===== config.mk =====
export PLATFORM = sky130hd
export DESIGN_NAME = echo_frame_tx
export DESIGN_NICKNAME = d
export VERILOG_FILES = /design/src/rtl/echo_frame_tx.sv
export SDC_FILE = /design/constraint.sdc
export NUM_CORES = 1
export LEC_CHECK = 0
export ABC_AREA = 1
export CORE_UTILIZATION = 45
export CTS_CLUSTER_DIAMETER = 150
export DETAILED_ROUTE_END_ITERATION = 16
export HOLD_SLACK_MARGIN = 0.05
export SLEW_MARGIN = 40
export SYNTH_ARGS = -nofsm -noshare
export SYNTH_HDL_FRONTEND = slang
export SYNTH_SLANG_ARGS = --single-unit

===== constraint.sdc =====
create_clock -name i_clk -period 3.6 [get_ports i_clk]
set_input_delay 0.36 -clock i_clk [delete_from_list [all_inputs] [get_ports i_clk]]
set_output_delay 0.36 -clock i_clk [all_outputs]
set_load 0.01 [all_outputs]

===== src/rtl/echo_frame_tx.sv =====
// echo_frame_tx: transmit-side framer for the echo sink.
// Each accepted frame emits a sink-reset pulse, one header word carrying the
// delay, then i_len payload samples drained from an internal upstream FIFO.
// The sink only latches its delay on the first valid word after reset, so
// every frame re-arms it.
//
// Build option: define ECHO_TX_FLUSH_EN to add a FLUSH state that holds off
// o_done for <delay> idle cycles after the last payload word.
//
// Ports:
//   i_clk, i_rst_n      clock, asynchronous active-low reset
//   i_start             one-cycle frame request (sampled only in IDLE)
//   i_delay, i_len      frame delay and payload length, captured with i_start
//   s_valid/s_data      upstream samples; s_ready = FIFO not full (registered)
//   o_sink_rst          active-high reset to the echo sink
//   o_valid/o_data      header/payload word to the sink (o_data=0 when idle)
//   o_busy              frame in progress
//   o_done              one-cycle pulse at frame end
//   o_cfg_err           one-cycle pulse when i_start carries an illegal delay
module echo_frame_tx #(
  parameter int unsigned DATA_WIDTH = 32,
  parameter int unsigned LEN_WIDTH  = 16,
  parameter int unsigned FIFO_DEPTH = 8,
  parameter int unsigned RST_CYCLES = 2,
  parameter int unsigned DELAY_MIN  = 2,
  parameter int unsigned DELAY_MAX  = 102
) (
  input  logic                  i_clk,
  input  logic                  i_rst_n,
  input  logic                  i_start,
  input  logic [DATA_WIDTH-1:0] i_delay,
  input  logic [LEN_WIDTH-1:0]  i_len,
  input  logic                  s_valid,
  input  logic [DATA_WIDTH-1:0] s_data,
  output logic                  s_ready,
  output logic                  o_sink_rst,
  output logic                  o_valid,
  output logic [DATA_WIDTH-1:0] o_data,
  output logic                  o_busy,
  output logic                  o_done,
  output logic                  o_cfg_err
);

  localparam int unsigned PTR_W   = $clog2(FIFO_DEPTH);
  localparam int unsigned CNT_MAX = (RST_CYCLES > DELAY_MAX) ? RST_CYCLES : DELAY_MAX;
  localparam int unsigned CNT_W   = $clog2(CNT_MAX + 1);

  typedef enum logic [2:0] {
    ST_IDLE,
    ST_SRST,
    ST_HDR,
    ST_DATA,
`ifdef ECHO_TX_FLUSH_EN
    ST_FLUSH,
`endif
    ST_DONE
  } state_t;

  state_t                  state, state_nxt;
  logic [DATA_WIDTH-1:0]   delay_q, delay_nxt;
  logic [LEN_WIDTH-1:0]    rem_q, rem_nxt;
  logic [CNT_W-1:0]        cnt_q, cnt_nxt;

  logic                    sink_rst_nxt, valid_nxt, done_nxt, cfg_err_nxt, busy_nxt;
  logic [DATA_WIDTH-1:0]   data_nxt;
  logic                    take_word;

  // Upstream FIFO storage and bookkeeping
  logic [DATA_WIDTH-1:0]   mem [FIFO_DEPTH];
  logic [PTR_W-1:0]        wr_ptr, rd_ptr;
  logic [PTR_W:0]          count, count_nxt;
  logic                    fifo_wr, fifo_rd;
  logic                    delay_ok;

  // s_ready is the registered not-full flag, so a full FIFO refuses writes
  // even in a cycle where a pop frees a slot.
  assign fifo_wr   = s_valid && s_ready;
  assign count_nxt = count + (PTR_W+1)'(fifo_wr) - (PTR_W+1)'(fifo_rd);
  assign delay_ok  = (i_delay >= DATA_WIDTH'(DELAY_MIN)) && (i_delay <= DATA_WIDTH'(DELAY_MAX));

  // FIFO data array (contents need no reset; pointers define validity)
  always_ff @(posedge i_clk) begin
    if (fifo_wr) begin
      mem[wr_ptr] <= s_data;
    end
  end

  // FIFO pointers, occupancy and registered ready
  always_ff @(posedge i_clk or negedge i_rst_n) begin
    if (!i_rst_n) begin
      wr_ptr  <= '0;
      rd_ptr  <= '0;
      count   <= '0;
      s_ready <= 1'b1;
    end else begin
      if (fifo_wr) wr_ptr <= wr_ptr + PTR_W'(1);
      if (fifo_rd) rd_ptr <= rd_ptr + PTR_W'(1);
      count   <= count_nxt;
      s_ready <= (count_nxt != (PTR_W+1)'(FIFO_DEPTH));
    end
  end

  // Next state plus the output values that go with the state being entered
  always_comb begin
    state_nxt    = state;
    delay_nxt    = delay_q;
    rem_nxt      = rem_q;
    cnt_nxt      = cnt_q;
    sink_rst_nxt = 1'b0;
    valid_nxt    = 1'b0;
    data_nxt     = '0;
    done_nxt     = 1'b0;
    cfg_err_nxt  = 1'b0;
    take_word    = 1'b0;
    fifo_rd      = 1'b0;

    case (state)
      ST_IDLE: begin
        if (i_start) begin
          if (delay_ok) begin
            state_nxt    = ST_SRST;
            delay_nxt    = i_delay;
            rem_nxt      = i_len;
            cnt_nxt      = CNT_W'(RST_CYCLES - 1);
            sink_rst_nxt = 1'b1;
          end else begin
            cfg_err_nxt  = 1'b1;
          end
        end
      end
      ST_SRST: begin
        if (cnt_q == '0) begin
          state_nxt    = ST_HDR;
          valid_nxt    = 1'b1;
          data_nxt     = delay_q;
        end else begin
          cnt_nxt      = cnt_q - CNT_W'(1);
          sink_rst_nxt = 1'b1;
        end
      end
      // An empty frame skips straight to DONE, even with flushing enabled.
      ST_HDR: begin
        if (rem_q == '0) begin
          state_nxt = ST_DONE;
          done_nxt  = 1'b1;
        end else begin
          state_nxt = ST_DATA;
          take_word = 1'b1;
        end
      end
      // rem_q counts words still to pop; zero means the last one is on o_data now.
      ST_DATA: begin
        if (rem_q == '0) begin
`ifdef ECHO_TX_FLUSH_EN
          state_nxt = ST_FLUSH;
          cnt_nxt   = CNT_W'(delay_q - DATA_WIDTH'(1));
`else
          state_nxt = ST_DONE;
          done_nxt  = 1'b1;
`endif
        end else begin
          take_word = 1'b1;
        end
      end
`ifdef ECHO_TX_FLUSH_EN
      ST_FLUSH: begin
        if (cnt_q == '0) begin
          state_nxt = ST_DONE;
          done_nxt  = 1'b1;
        end else begin
          cnt_nxt   = cnt_q - CNT_W'(1);
        end
      end
`endif
      ST_DONE: begin
        state_nxt = ST_IDLE;
      end
      default: begin
        state_nxt = ST_IDLE;
      end
    endcase

    // Pop a sample when one is buffered; otherwise emit a bubble and hold the count.
    if (take_word && (count != '0)) begin
      fifo_rd   = 1'b1;
      valid_nxt = 1'b1;
      data_nxt  = mem[rd_ptr];
      rem_nxt   = rem_q - LEN_WIDTH'(1);
    end
  end

  assign busy_nxt = (state_nxt != ST_IDLE);

  // State register and registered outputs
  always_ff @(posedge i_clk or negedge i_rst_n) begin
    if (!i_rst_n) begin
      state      <= ST_IDLE;
      delay_q    <= '0;
      rem_q      <= '0;
      cnt_q      <= '0;
      o_sink_rst <= 1'b0;
      o_valid    <= 1'b0;
      o_data     <= '0;
      o_busy     <= 1'b0;
      o_done     <= 1'b0;
      o_cfg_err  <= 1'b0;
    end else begin
      state      <= state_nxt;
      delay_q    <= delay_nxt;
      rem_q      <= rem_nxt;
      cnt_q      <= cnt_nxt;
      o_sink_rst <= sink_rst_nxt;
      o_valid    <= valid_nxt;
      o_data     <= data_nxt;
      o_busy     <= busy_nxt;
      o_done     <= done_nxt;
      o_cfg_err  <= cfg_err_nxt;
    end
  end

endmodule

# == Yosys cells after proc, flatten, opt, wreduce, memory -nomap -nowiden ==
# Memory sizes are Yosys's and may differ from the RTL's.
# Cells that the tools add are included.
# totals
mem_bits_ro,0
input_bits,84
n_memories,1
ramBits,256
latch_bits,0
wordCells,80
out_inout_bits,38
ff_bits,106
# memory_table
memory,words,width,read_ports,rd_clocked_by_memory_dff,write_ports,line,text
mem,8,32,1,0,1,69,logic [DATA_WIDTH-1:0] mem [FIFO_DEPTH];
# classes
div_mod_pow,0
bitwise,0
shifts,0
n_reduce_logical,16
add_sub_neg,6
mux,34
eq_ne,7
order_cmp,2
multipliers,0
# op_table
cell,n
$mux W32,3
$mux W16,4
$ge A32 B2 Y1 const B,1
$le A32 B7 Y1 const B,1
$mux W7,3
$logic_not A16 Y1,1
$mux W1,16
$sub A16 B1 Y16 const B,1
$mux W3,5
$pmux W7 S2,1
$pmux W3 S4,1
$reduce_bool A2 Y1,4
$logic_not A7 Y1,1
$sub A7 B1 Y7 const B,1
$add A3 B1 Y3 const B,2
$eq A3 B2 Y1 const B,2
$ne A2 B2 Y1 const B,3
$reduce_and A3 Y1,2
$add A4 B1 Y4,1
$ne A4 B4 Y1 const B,1
$reduce_and A4 Y1,1
$reduce_bool A4 Y1,1
$sub A4 B1 Y4,1
$eq A3 B1 Y1 const B,1
5 further kinds,7

# == Logic depth before layout (Yosys ltp) ==
# Gate-level depths: netlist of the first run.
# depth
depth_word,7
ltp_mapped,16

# == Least setup slack after synthesis of the first run ==
# No wires, ideal clock.
# synth_path
path_type,register to register
start,reg s_ready
end,"mem mem[0][0], enable pin"
path_stages_with_launch,4
path_slack_ps,865
t_required_ps,3179
t_arrival_ps,2314
setup_time_ps,421
cell_sequence,dfstp_2 -> nand2_1 -> or2_2 -> nor2_1
# synth_between
elab_chain_len,3
# synth_rtl
item,line,text
start: declaration,35,"output logic s_ready,"
start signal: assignment,99,s_ready <= (count_nxt != (PTR_W+1)'(FIFO_DEPTH));
$logic_and A1 B1 Y1,77,assign fifo_wr = s_valid && s_ready;
$mux W1,83,if (fifo_wr) begin
$mux W1 (not written as such),84,mem[wr_ptr] <= s_data;
end: declaration,69,
# No other way between the ends.

# == Worst setup path in the final report of the first run ==
# layout_path
start,reg rd_ptr[0]
end,reg o_data[18]
# layout_between
elab_chain_len,2
# layout_rtl
item,line,text
start: declaration,70,"logic [PTR_W-1:0] wr_ptr, rd_ptr;"
start signal: assignment,97,if (fifo_rd) rd_ptr <= rd_ptr + PTR_W'(1);
$mem_v2 Z8 W32,n/a,
$mux W32,184,if (take_word && (count != '0)) begin
named net data_nxt[18],65,logic [DATA_WIDTH-1:0] data_nxt;
end signal: assignment,214,o_data <= data_nxt;
end: declaration,38,"output logic [DATA_WIDTH-1:0] o_data,"
# The timed path passes the listed nets, and every way through them passes these cells.
# A chain may end at the register's enable or synchronous reset.

==> summary.txt, run 1 <==
Cells and area
  – Layout fillers: 2,782
  – Final instance area: 0.0178 mm2
  – Layout cell share with drive strength beyond 1: 8.01%
  – Post-layout util: 54.7%
  – Most frequent cells in the layout: edfxtp_1 (256), nand2_1 (223), nor2_1 (192)
  – Area grow syn2layout: 19.8%
  – Multi-input logic area: 0.00394 mm2
  – Final nets: 1,526
  – Antenna cell count: 0
  – Final cell count without fillers: 1,902
  – Register area: 0.0103 mm2
  – Most common cell after layout, fill and taps aside: edfxtp_1

Die
  – Die ar.: 0.0337 mm2
  – Starting density of the core: 45.7%
  – Die Y: 183 um
  – Top-Level Pins: 122
  – Die W: 183 um
  – Rows: 66
  – CORE AREA: 0.0325 mm2

Clock tree
  – Post-cts gate resize count: 0
  – Root buf cell: clkbuf_16
  – CTS Buffer Depth: 3
  – Cts bufs inserted: 38
  – Clock slew at reported path FFs: 0.06 ns
  – Worst-skew pair later-pin latency: 0.52 ns
  – Clock tree sinks: 362
  – H-tree depth: 2
  – CTS tree: done

Place
  – Final GP Congestion: 0.870
  – Area after DPL: 0.0165 mm2
  – Post-DP HPWL: 20,100 um
  – IO Port Bufs: 121
  – DP Cell Count: 1,833

Timing
  – Max-slew headroom: 53.9%
  – Slew Viols, Final: 0
  – # setup viols final: 0
  – Tcrit/Tclk final: 74.4%
  – Final hold vios: 0
  – Fin crit period: 2.68 ns
  – Setup TNS: 0 ns
  – RSZ-0062 raised after global routing: false
  – Fmax: 374 MHz
  – Actual transition at the worst max-transition pin: 0.691 ns
  – Worst Skew: 0.00843 ns

Global routing
  – Largest net degree at the start of global routing: 65
  – Vias in the first global route: 9,605
  – Gr usage total: 20.5%
  – Grt total ovfl: 0
  – First-pass GRT wire length: 52,900 um
  – Initial antenna violation count: 0

Critical path
  – R2r startpoint: rd_ptr[0]
  – Crit. End Element: flip-flop
  – Register-to-Register Path Depth: 6
  – Startpoint Class: flip-flop
  – Critical R2R Capture: o_data[18]
  – Max FO, Critical Path: 50
  – Critical path class: reg2reg
  – Reg-to-reg slack, setup: 0.92 ns
  – Worst Path Required: 3.97 ns
  – Crit path arrival time: 3.05 ns

Run
  – Max Cap Viol: 0

Pwr
  – Power Total: 14.3 mW
  – Lkg Pwr: 6.85 nW
  – PwrDens: 804 mW/mm2
  – Peak VDD IR: 0.414 mV

Synthesis
  – Synth warn: 0
  – Mapped Cells: 1,312
  – Syn_area_per_cell: 11.3 um2
  – Yosys top cell area share: 51.9%
  – Synth Register Bits: 362
  – Area contributors post-synth: edfxtp_1 (52%), dfrtp_1 (18%), nand2_1 (5.7%)
  – Synth Cell Area: 0.0148 mm2
  – Synth area leader: edfxtp_1
  – Netlist cell types: 38
  – Syn_nets: 1,406
  – Sequential area share after synthesis: 69.8%

Detailed routing
  – First DRT Iteration DRCs: 657
  – Antenna viol nets, final: 0
  – Routed via count: 9,926
  – WL per Instance: 17.9 um
  – DRC Markers: 0
  – Drt pass-1 iters: 5
  – Vias/cell: 5.22
  – Final WL: 34,000 um

Run status
  – Status: finished clean

Min path
  – Worst hold path class: in2async
synth_stat cells (all sizes together):
master and count:
inv 71, nand2 234, ha 9, edfxtp 256
fa 1, or2 3, nand3b 4, dfstp 1
a21oi 27, o21bai 1, nand4 10, nor2 206
and2 1, o21ai 142, clkbuf 41, and3 1
nand3 102, buf 27, xor2 6, xnor2 4
nor3 8, o211ai 42, dfrtp 105, o221ai 10
state kept, by name (all words and copies together), names as in the netlist, 3 cells and up:
signal,cells
cnt_q,7
mem,256
rem_q,16
state,3
count,4
delay_q,32
o_data,32
rd_ptr,3
wr_ptr,3
kinds of logic (layout without fill, tap and decap cells):
| family | after synthesis | in the layout | synth area share [%] |
|---|---|---|---|
| xor gates and xnor gates | 10 | 10 | 0.591 |
| DFF | 362 | 362 | 69.8 |
| AOI/OAI and AO/OA | 222 | 222 | 8.48 |
| and+or+nand+nor | 569 | 569 | 16.2 |
| adders and majority gates | 10 | 10 | 0.895 |
| buffers and inverters | 139 | 287 | 4.08 |
layout make-up:
| class | count | share of cell area (%) |
|---|---|---|
| tap | 442 | 3.11 |
| clock inverter | 19 | 0.669 |
| sequential | 362 | 58.3 |
| clock buffer | 49 | 6.06 |
| timing repair buffer | 148 | 8.17 |
| multi-input combinational | 811 | 22.2 |
| inverter | 71 | 1.54 |
power breakdown:
part | internal [mW] | total [mW] | switching (mW)
sequential | 5.24 | 5.61 | 0.374
combinational | 1.70 | 4.93 | 3.23
clock | 2.18 | 3.73 | 1.55
routing by layer:
metal	vias to the layer above	track usage, %	part of all wire, %
li1	4784	-	-
met1	4799	29.6	47
met2	283	32.3	45
met3	60	3.31	5.9
met4	0	5.60	2.1
met5	-	0	0
worst max-delay path: stages, from the launching register on:
cell	delay (ns)
dfrtp_4	0.72
clkinv_2	0.67
buf_4	0.43
o21ai_0	0.21
o211ai_1	0.14
nand3_1	0.21
o21ai_0	0.14
per-stage QoR:
step / hold WS (ns) / setup slack (ns)
global route: 0.443 / 0.672
floorplan: 0.0644 / 0.865
global placement: 0.384 / 1.05
detailed placement: 0.387 / 0.994
finish: 0.386 / 0.923
CTS: 0.409 / 0.984
what timing repair did:
item / 4_1_cts / 5_1_grt
buffers inserted: 0 / 0
hold buffers: 1 / 0
hold endpoints to repair: 42 / 0
worst max-delay path by stage:
stage,from,to,cells past startpoint
after floorplan,s_ready,mem[0][0],3
after global placement,rem_q[0],s_ready,15
after detailed placement,rem_q[0],s_ready,15
after CTS,rem_q[0],s_ready,15
after global routing,rd_ptr[0],o_data[18],6
final,rd_ptr[0],o_data[18],6
Power figures use the tool's default switching activity.
==> inputs of run 2 (changes only) <==
Settings changed: PLACE_DENSITY from default to 0.67.
Clock period 3.6 ns to 2.2 ns, I/O delays scaled along.
==> run 2 against run 1 <==
Compared with the run above: the run now ends with negative setup slack left; final area rose by 3.1%; cell count increased by 2.4%; power is 68% higher; clock-buffer cell count unchanged; sequential power increased by 60%; flip-flop and latch count unchanged; combinational power grew 86%; largest cell class unchanged.
==> summary.txt, run 2 (synthesized netlist as in run 1, its figures left out) <==
Run status
  – Status: finished, violations left
  – Failing checks: negative setup slack

Clock tree
  – Clock slew at reported path FFs: 0.07 ns
  – H-tree depth: 2
  – Cts bufs inserted: 36
  – CTS Buffer Depth: 3
  – Root buf cell: clkbuf_16
  – Clock tree sinks: 362
  – Worst-skew pair later-pin latency: 0.51 ns
  – CTS tree: done

Die
  – Rows: 66
  – Top-Level Pins: 122
  – Starting density of the core: 45.7%
  – CORE AREA: 0.0325 mm2
  – Die W: 183 um
  – Die ar.: 0.0337 mm2
  – Die Y: 183 um

Min path
  – Worst hold path class: in2async

Cells and area
  – Biggest register: mem
  – Max reg flops: 256
  – Layout cell share with drive strength beyond 1: 11.6%
  – Most common cell after layout, fill and taps aside: edfxtp_1
  – Most frequent cells in the layout: edfxtp_1 (256), nand2_1 (223), nor2_1 (188)
  – Antenna cell count: 0
  – Final nets: 1,572
  – Area grow syn2layout: 23.5%
  – Largest regs: mem (256), delay_q (32), o_data (32)

Critical path
  – Reg-to-reg slack, setup: -0.06 ns
  – R2r startpoint: rem_q[0]
  – Register-to-Register Path Depth: 15
  – Critical R2R Capture: s_ready
  – Crit path arrival time: 2.69 ns
  – Critical path class: reg2reg
  – Worst Path Required: 2.63 ns
  – Max FO, Critical Path: 2
  – Startpoint Class: flip-flop
  – Crit. End Element: flip-flop

Timing
  – # setup viols final: 1
  – Final hold vios: 0
  – Max-slew headroom: 62.5%
  – Actual transition at the worst max-transition pin: 0.563 ns
  – Fin crit period: 2.26 ns
  – Setup TNS: -0.0636 ns
  – Setup ws final: -0.0636 ns
  – Fmax: 442 MHz
  – Slew Viols, Final: 0
  – RSZ-0062 raised after global routing: true
  – Worst Skew: 0.0169 ns
  – Tcrit/Tclk final: 103%

Detailed routing
  – Routed via count: 10,133
  – Vias/cell: 5.20
  – Antenna viol nets, final: 0
  – Drt pass-1 iters: 5
  – Final WL: 33,800 um
  – First DRT Iteration DRCs: 912
  – DRC Markers: 0
  – WL per Instance: 17.4 um

Pwr
  – Power Total: 24.0 mW
  – PwrDens: 1310 mW/mm2
  – Part of the power in registers: 37.3%
  – Pint: 15.4 mW
  – Combinational Power Share: 38.1%
  – NetSw: 8.60 mW
  – Lkg Pwr: 7.10 nW
  – Clock share of power: 24.6%
  – Net Sw Frac: 35.8%
  – Peak VDD IR: 0.656 mV

Place
  – Final GP Congestion: 0.898
  – IO Port Bufs: 121
  – Post-DP HPWL: 20,800 um

Global routing
  – Initial antenna violation count: 0
  – First-pass GRT wire length: 53,100 um
  – Largest net degree at the start of global routing: 85
  – Gr usage total: 20.4%
  – Grt total ovfl: 0
  – Vias in the first global route: 9,733

Run
  – Max Cap Viol: 0
-- run 2: power groups by stage --
stage               Combinational (mW)  Clock, mW  Sequential, mW
finish                            9.15       5.90            8.97
global route                      10.1       6.28            9.07
CTS                               9.06       6.00            8.96
detailed placement                8.88          0            9.08
global placement                  8.74          0            9.06
floorplan                         5.17          0            9.23
-- run 2: layout make-up --
| cell class | count | area [um2] |
|---|---|---|
| fill | 2615 | 14100 |
| clock inverter | 16 | 143 |
| timing repair buffer | 196 | 1980 |
| tap | 442 | 553 |
| clock buffer | 49 | 1000 |
| multi-input combinational | 811 | 4010 |
| sequential | 362 | 10300 |
| inverter | 71 | 274 |
-- run 2: worst max path at each step --
stage	from	end	slack, ns	cells past startpoint
after floorplan	s_ready	mem[1][0]	-0.40	4
after global placement	rem_q[10]	s_ready	-0.17	14
after detailed placement	rem_q[0]	s_ready	-0.21	15
after CTS	rem_q[0]	s_ready	-0.15	15
after global routing	rem_q[1]	s_ready	-0.15	15
final	rem_q[0]	s_ready	-0.06	15
-- run 2: repair_timing --
action | CTS | global route
gates resized for setup | 7 | 9
pin swaps | 4 | 7
buffers inserted | 4 | 1
hold buffers | 1 | 0
setup endpoints to repair | 2 | 4
endpoints found under the hold margin | 35 | 0
-- run 2: critical path, stage by stage, from the launching register on --
cell and delay [ns]:
dfrtp_1 0.38, inv_2 0.08, ha_4 0.15, nand2_4 0.06
nor2_4 0.12, nand2_4 0.08, nand3_4 0.09, inv_6 0.04
ha_4 0.21, inv_4 0.05, ha_4 0.12, inv_2 0.04
fa_2 0.53, inv_2 0.04, nor3_2 0.13, nand2_1 0.07
-- run 2: metal layers --
metal / track usage (%) / vias to the layer above / wire (um)
li1: - / 4867 / -
met1: 29.4 / 4890 / 15200
met2: 32.2 / 320 / 15900
met3: 3.13 / 56 / 2040
met4: 5.60 / 0 / 680
met5: 0 / - / 0
-- run 2: metrics by stage --
step / hold slack (ns) / cells / worst slack, ns / instance area, um2 / utilization [%]
after global placement: 0.245 / 1876 / -0.167 / 17100 / 52.5
after floorplan: -0.0756 / 1312 / -0.402 / 14900 / -
final: 0.252 / 1947 / -0.0636 / 18300 / 56.4
after global routing: 0.294 / 1947 / -0.151 / 18300 / 56.4
after CTS: 0.269 / 1946 / -0.151 / 18300 / 56.3
after detailed placement: 0.252 / 1876 / -0.206 / 17100 / 52.5
==> inputs of run 3 (changes only) <==
Settings changed: ABC_AREA 1 to default, CTS_CLUSTER_SIZE from default to 30.
==> run 3 against run 2 <==
Compared with the run above: the flow still finishes with violations (negative setup slack); die area shrank 5.5%; sequential share of layout area grew 4.2 points; worst hold slack lost 0.092 ns; wire length shrank 17%; largest cell class unchanged.
==> summary.txt, run 3 <==
Critical path
  – Crit path arrival time: 3.12 ns
  – Worst Path Required: 2.65 ns
  – Max FO, Critical Path: 2
  – Crit. End Element: flip-flop
  – Startpoint Class: flip-flop
  – Reg-to-reg slack, setup: -0.47 ns
  – R2r startpoint: rem_q[1]
  – Critical R2R Capture: s_ready
  – Critical path class: reg2reg
  – Register-to-Register Path Depth: 13

Global routing
  – First-pass GRT wire length: 43,300 um
  – Initial antenna violation count: 1
  – Vias in the first global route: 7,592
  – Grt total ovfl: 0
  – Gr usage total: 18.0%
  – Largest net degree at the start of global routing: 67

Synthesis
  – Synth area leader: edfxtp_1
  – Syn_nets: 905
  – Synth top cells by count: edfxtp_1 (256), dfrtp_1 (105), nand2_1 (78), mux4_2 (64), o21ai_0 (36)
  – Async SR Flop Fraction: 29.3%
  – Synth Cell Area: 0.0140 mm2
  – Area fraction in compound gates after synthesis: 3.24%
  – Synth Register Bits: 362
  – Yosys top cell area share: 54.9%
  – Mux contribution to synthesized area: 12.7%
  – Top FF cell, synth: edfxtp_1
  – Netlist cell types: 55
  – Largest family of logic cells by synthesized area: multiplexers
  – Area contributors post-synth: edfxtp_1 (55%), dfrtp_1 (19%), mux4_2 (10%)
  – Post-Synth Adder-Cell Area: 0.947%
  – Syn_area_per_cell: 17.3 um2
  – Sequential area share after synthesis: 73.9%
  – Post-synthesis xor/xnor area fraction: 0.500%
  – Post-Synth Simple-Gate Area: 6.96%
  – Most common cell in the netlist: edfxtp_1
  – Number of synthesized flops with an enable pin: 256
  – Mapped Cells: 811
  – Synth warn: 0

Timing
  – # setup viols final: 17
  – Actual transition at the worst max-transition pin: 0.636 ns
  – Worst Skew: 0.0450 ns
  – Fin crit period: 2.67 ns
  – Setup ws final: -0.467 ns
  – Tcrit/Tclk final: 121%
  – RSZ-0062 raised after global routing: true
  – Final hold vios: 0
  – Slew Viols, Final: 0
  – Fmax: 375 MHz
  – Max-slew headroom: 57.6%

Cells and area
  – Largest regs: mem (256), delay_q (32), o_data (32)
  – Area grow syn2layout: 21.6%
  – Most common cell after layout, fill and taps aside: edfxtp_1
  – Layout cell share with drive strength beyond 1: 19.9%
  – Final nets: 1,084
  – Most frequent cells in the layout: edfxtp_1 (256), clkdlybuf4s50_1 (120), dfrtp_1 (101)
  – Multi-input logic area: 0.00358 mm2
  – Final instance area: 0.0170 mm2
  – Biggest register: mem
  – Layout fillers: 2,413
  – Max reg flops: 256
  – Register area: 0.0103 mm2

Clock tree
  – CTS tree: done
  – Clock slew at reported path FFs: 0.12 ns
  – Worst-skew pair later-pin latency: 0.52 ns
  – Cts bufs inserted: 16
  – CTS Buffer Depth: 3
  – Clock tree sinks: 362
  – H-tree depth: 1
  – Root buf cell: clkbuf_16

Die
  – Top-Level Pins: 122
  – Die W: 178 um
  – Die Y: 178 um
  – CORE AREA: 0.0306 mm2
  – Die ar.: 0.0318 mm2
  – Rows: 64
  – Starting density of the core: 45.8%

Pwr
  – Pint: 10.3 mW
  – Part of the power in registers: 61.4%
  – NetSw: 3.09 mW
  – Net Sw Frac: 23.2%
  – Clock share of power: 26.3%
  – Peak VDD IR: 0.440 mV
  – PwrDens: 784 mW/mm2
  – Lkg Pwr: 5.95 nW
  – Combinational Power Share: 12.4%

Run status
  – Failing checks: negative setup slack
  – Status: finished, violations left

Detailed routing
  – Vias/cell: 5.36
  – DRC Markers: 0
  – First DRT Iteration DRCs: 574
  – Final WL: 27,900 um
  – WL per Instance: 20.0 um
  – Routed via count: 7,490
  – Drt pass-1 iters: 5
  – Antenna viol nets, final: 0

Place
  – Final GP Congestion: 0.770
  – Pre-CTS setup slack: -0.494 ns
  – Area after DPL: 0.0165 mm2
  – Post-DP HPWL: 17,100 um
  – IO Port Bufs: 121

Min path
  – Worst hold path class: in2async

Run
  – Max Cap Viol: 0
run 3: cell types whose count changed after synthesis, sizes merged, moves of 9 or more:
cell and change:
o221ai -9, a21oi -13, nand2 -156, and2 +24
o21ai -91, nor2 -176, inv -51, buf -10
clkbuf -20, nor4 +14, mux2i +33, o211ai -42
nand3 -92, mux4 +64
run 3: power by group through the flow:
stage | clock network [mW] | registers (mW) | logic, mW
floorplan | 0 | 8.32 | 0.748
global placement | 0 | 8.32 | 1.64
detailed placement | 0 | 8.35 | 1.67
CTS | 3.60 | 8.20 | 1.67
global route | 3.83 | 8.25 | 1.80
finish | 3.51 | 8.19 | 1.65
run 3: critical path: stages (launching register included):
cell and delay [ns]:
dfrtp_1 0.40, inv_2 0.08, ha_4 0.13, nor3b_4 0.20, nand4_1 0.17, nand2_2 0.11
inv_2 0.05, ha_4 0.21, inv_4 0.05, ha_4 0.13, inv_2 0.03, fa_1 0.47
inv_1 0.05, or4b_4 0.50
run 3: metal layers:
layer | vias up | track usage [%] | wire length, um
met5 | - | 0 | 0
met4 | 0 | 3.50 | 342
li1 | 3447 | - | -
met1 | 3844 | 25.6 | 12500
met2 | 172 | 30.0 | 13500
met3 | 27 | 2.58 | 1480
run 3: final cells by class:
class                           instances  share of cell area [%]
Sequential cell                       362                    60.8
Multi-Input combinational cell        391                    21.0
Tap cell                              396                    2.91
Inverter                               20                   0.455
Clock inverter                          1                   0.176
Antenna cell                            1                  0.0147
Timing Repair Buffer                  199                    11.9
Clock buffer                           27                    2.72
run 3: per-stage QoR:
step | setup TNS, ns | total power [mW] | hold slack [ns] | std cells | utilization [%]
floorplan | -0.641 | 9.07 | -0.0756 | 811 | -
CTS | -1.98 | 13.5 | 0.168 | 1394 | 55.6
global route | -4.86 | 13.9 | 0.203 | 1396 | 55.7
global placement | -1.33 | 9.95 | 0.192 | 1362 | 53.8
detailed placement | -2.55 | 10.0 | 0.201 | 1362 | 53.8
finish | -1.88 | 13.4 | 0.160 | 1397 | 55.7
run 3: kinds of logic (layout without fill, tap and decap cells):
group / count (synthesis) / after routing
buf+inv: 58 / 247
xor+xnor: 8 / 8
compound gates: 80 / 80
fa+ha+maj: 10 / 10
flops: 362 / 362
other cells: 0 / 1
mux: 98 / 98
simple gates: 195 / 195
run 3: timing repair:
| action | CTS | global route |
|---|---|---|
| setup buffers | 3 | 2 |
| setup endpoints to repair | 20 | 46 |
| gates resized for setup | 2 | 5 |
| pin swaps | 4 | 2 |
| gates cloned | 0 | 0 |
| endpoints found under the hold margin | 39 | 0 |
| hold buffers | 1 | 0 |
run 3: worst max-delay path by stage:
stage          startpoint      end  slack, ns
4_1_cts          rem_q[0]  s_ready      -0.46
5_1_grt          rem_q[1]  s_ready      -0.56
3_5_place_dp     rem_q[1]  s_ready      -0.49
2_1_floorplan    rem_q[7]  s_ready      -0.53
3_3_place_gp     rem_q[7]  s_ready      -0.44
6_report         rem_q[1]  s_ready      -0.47
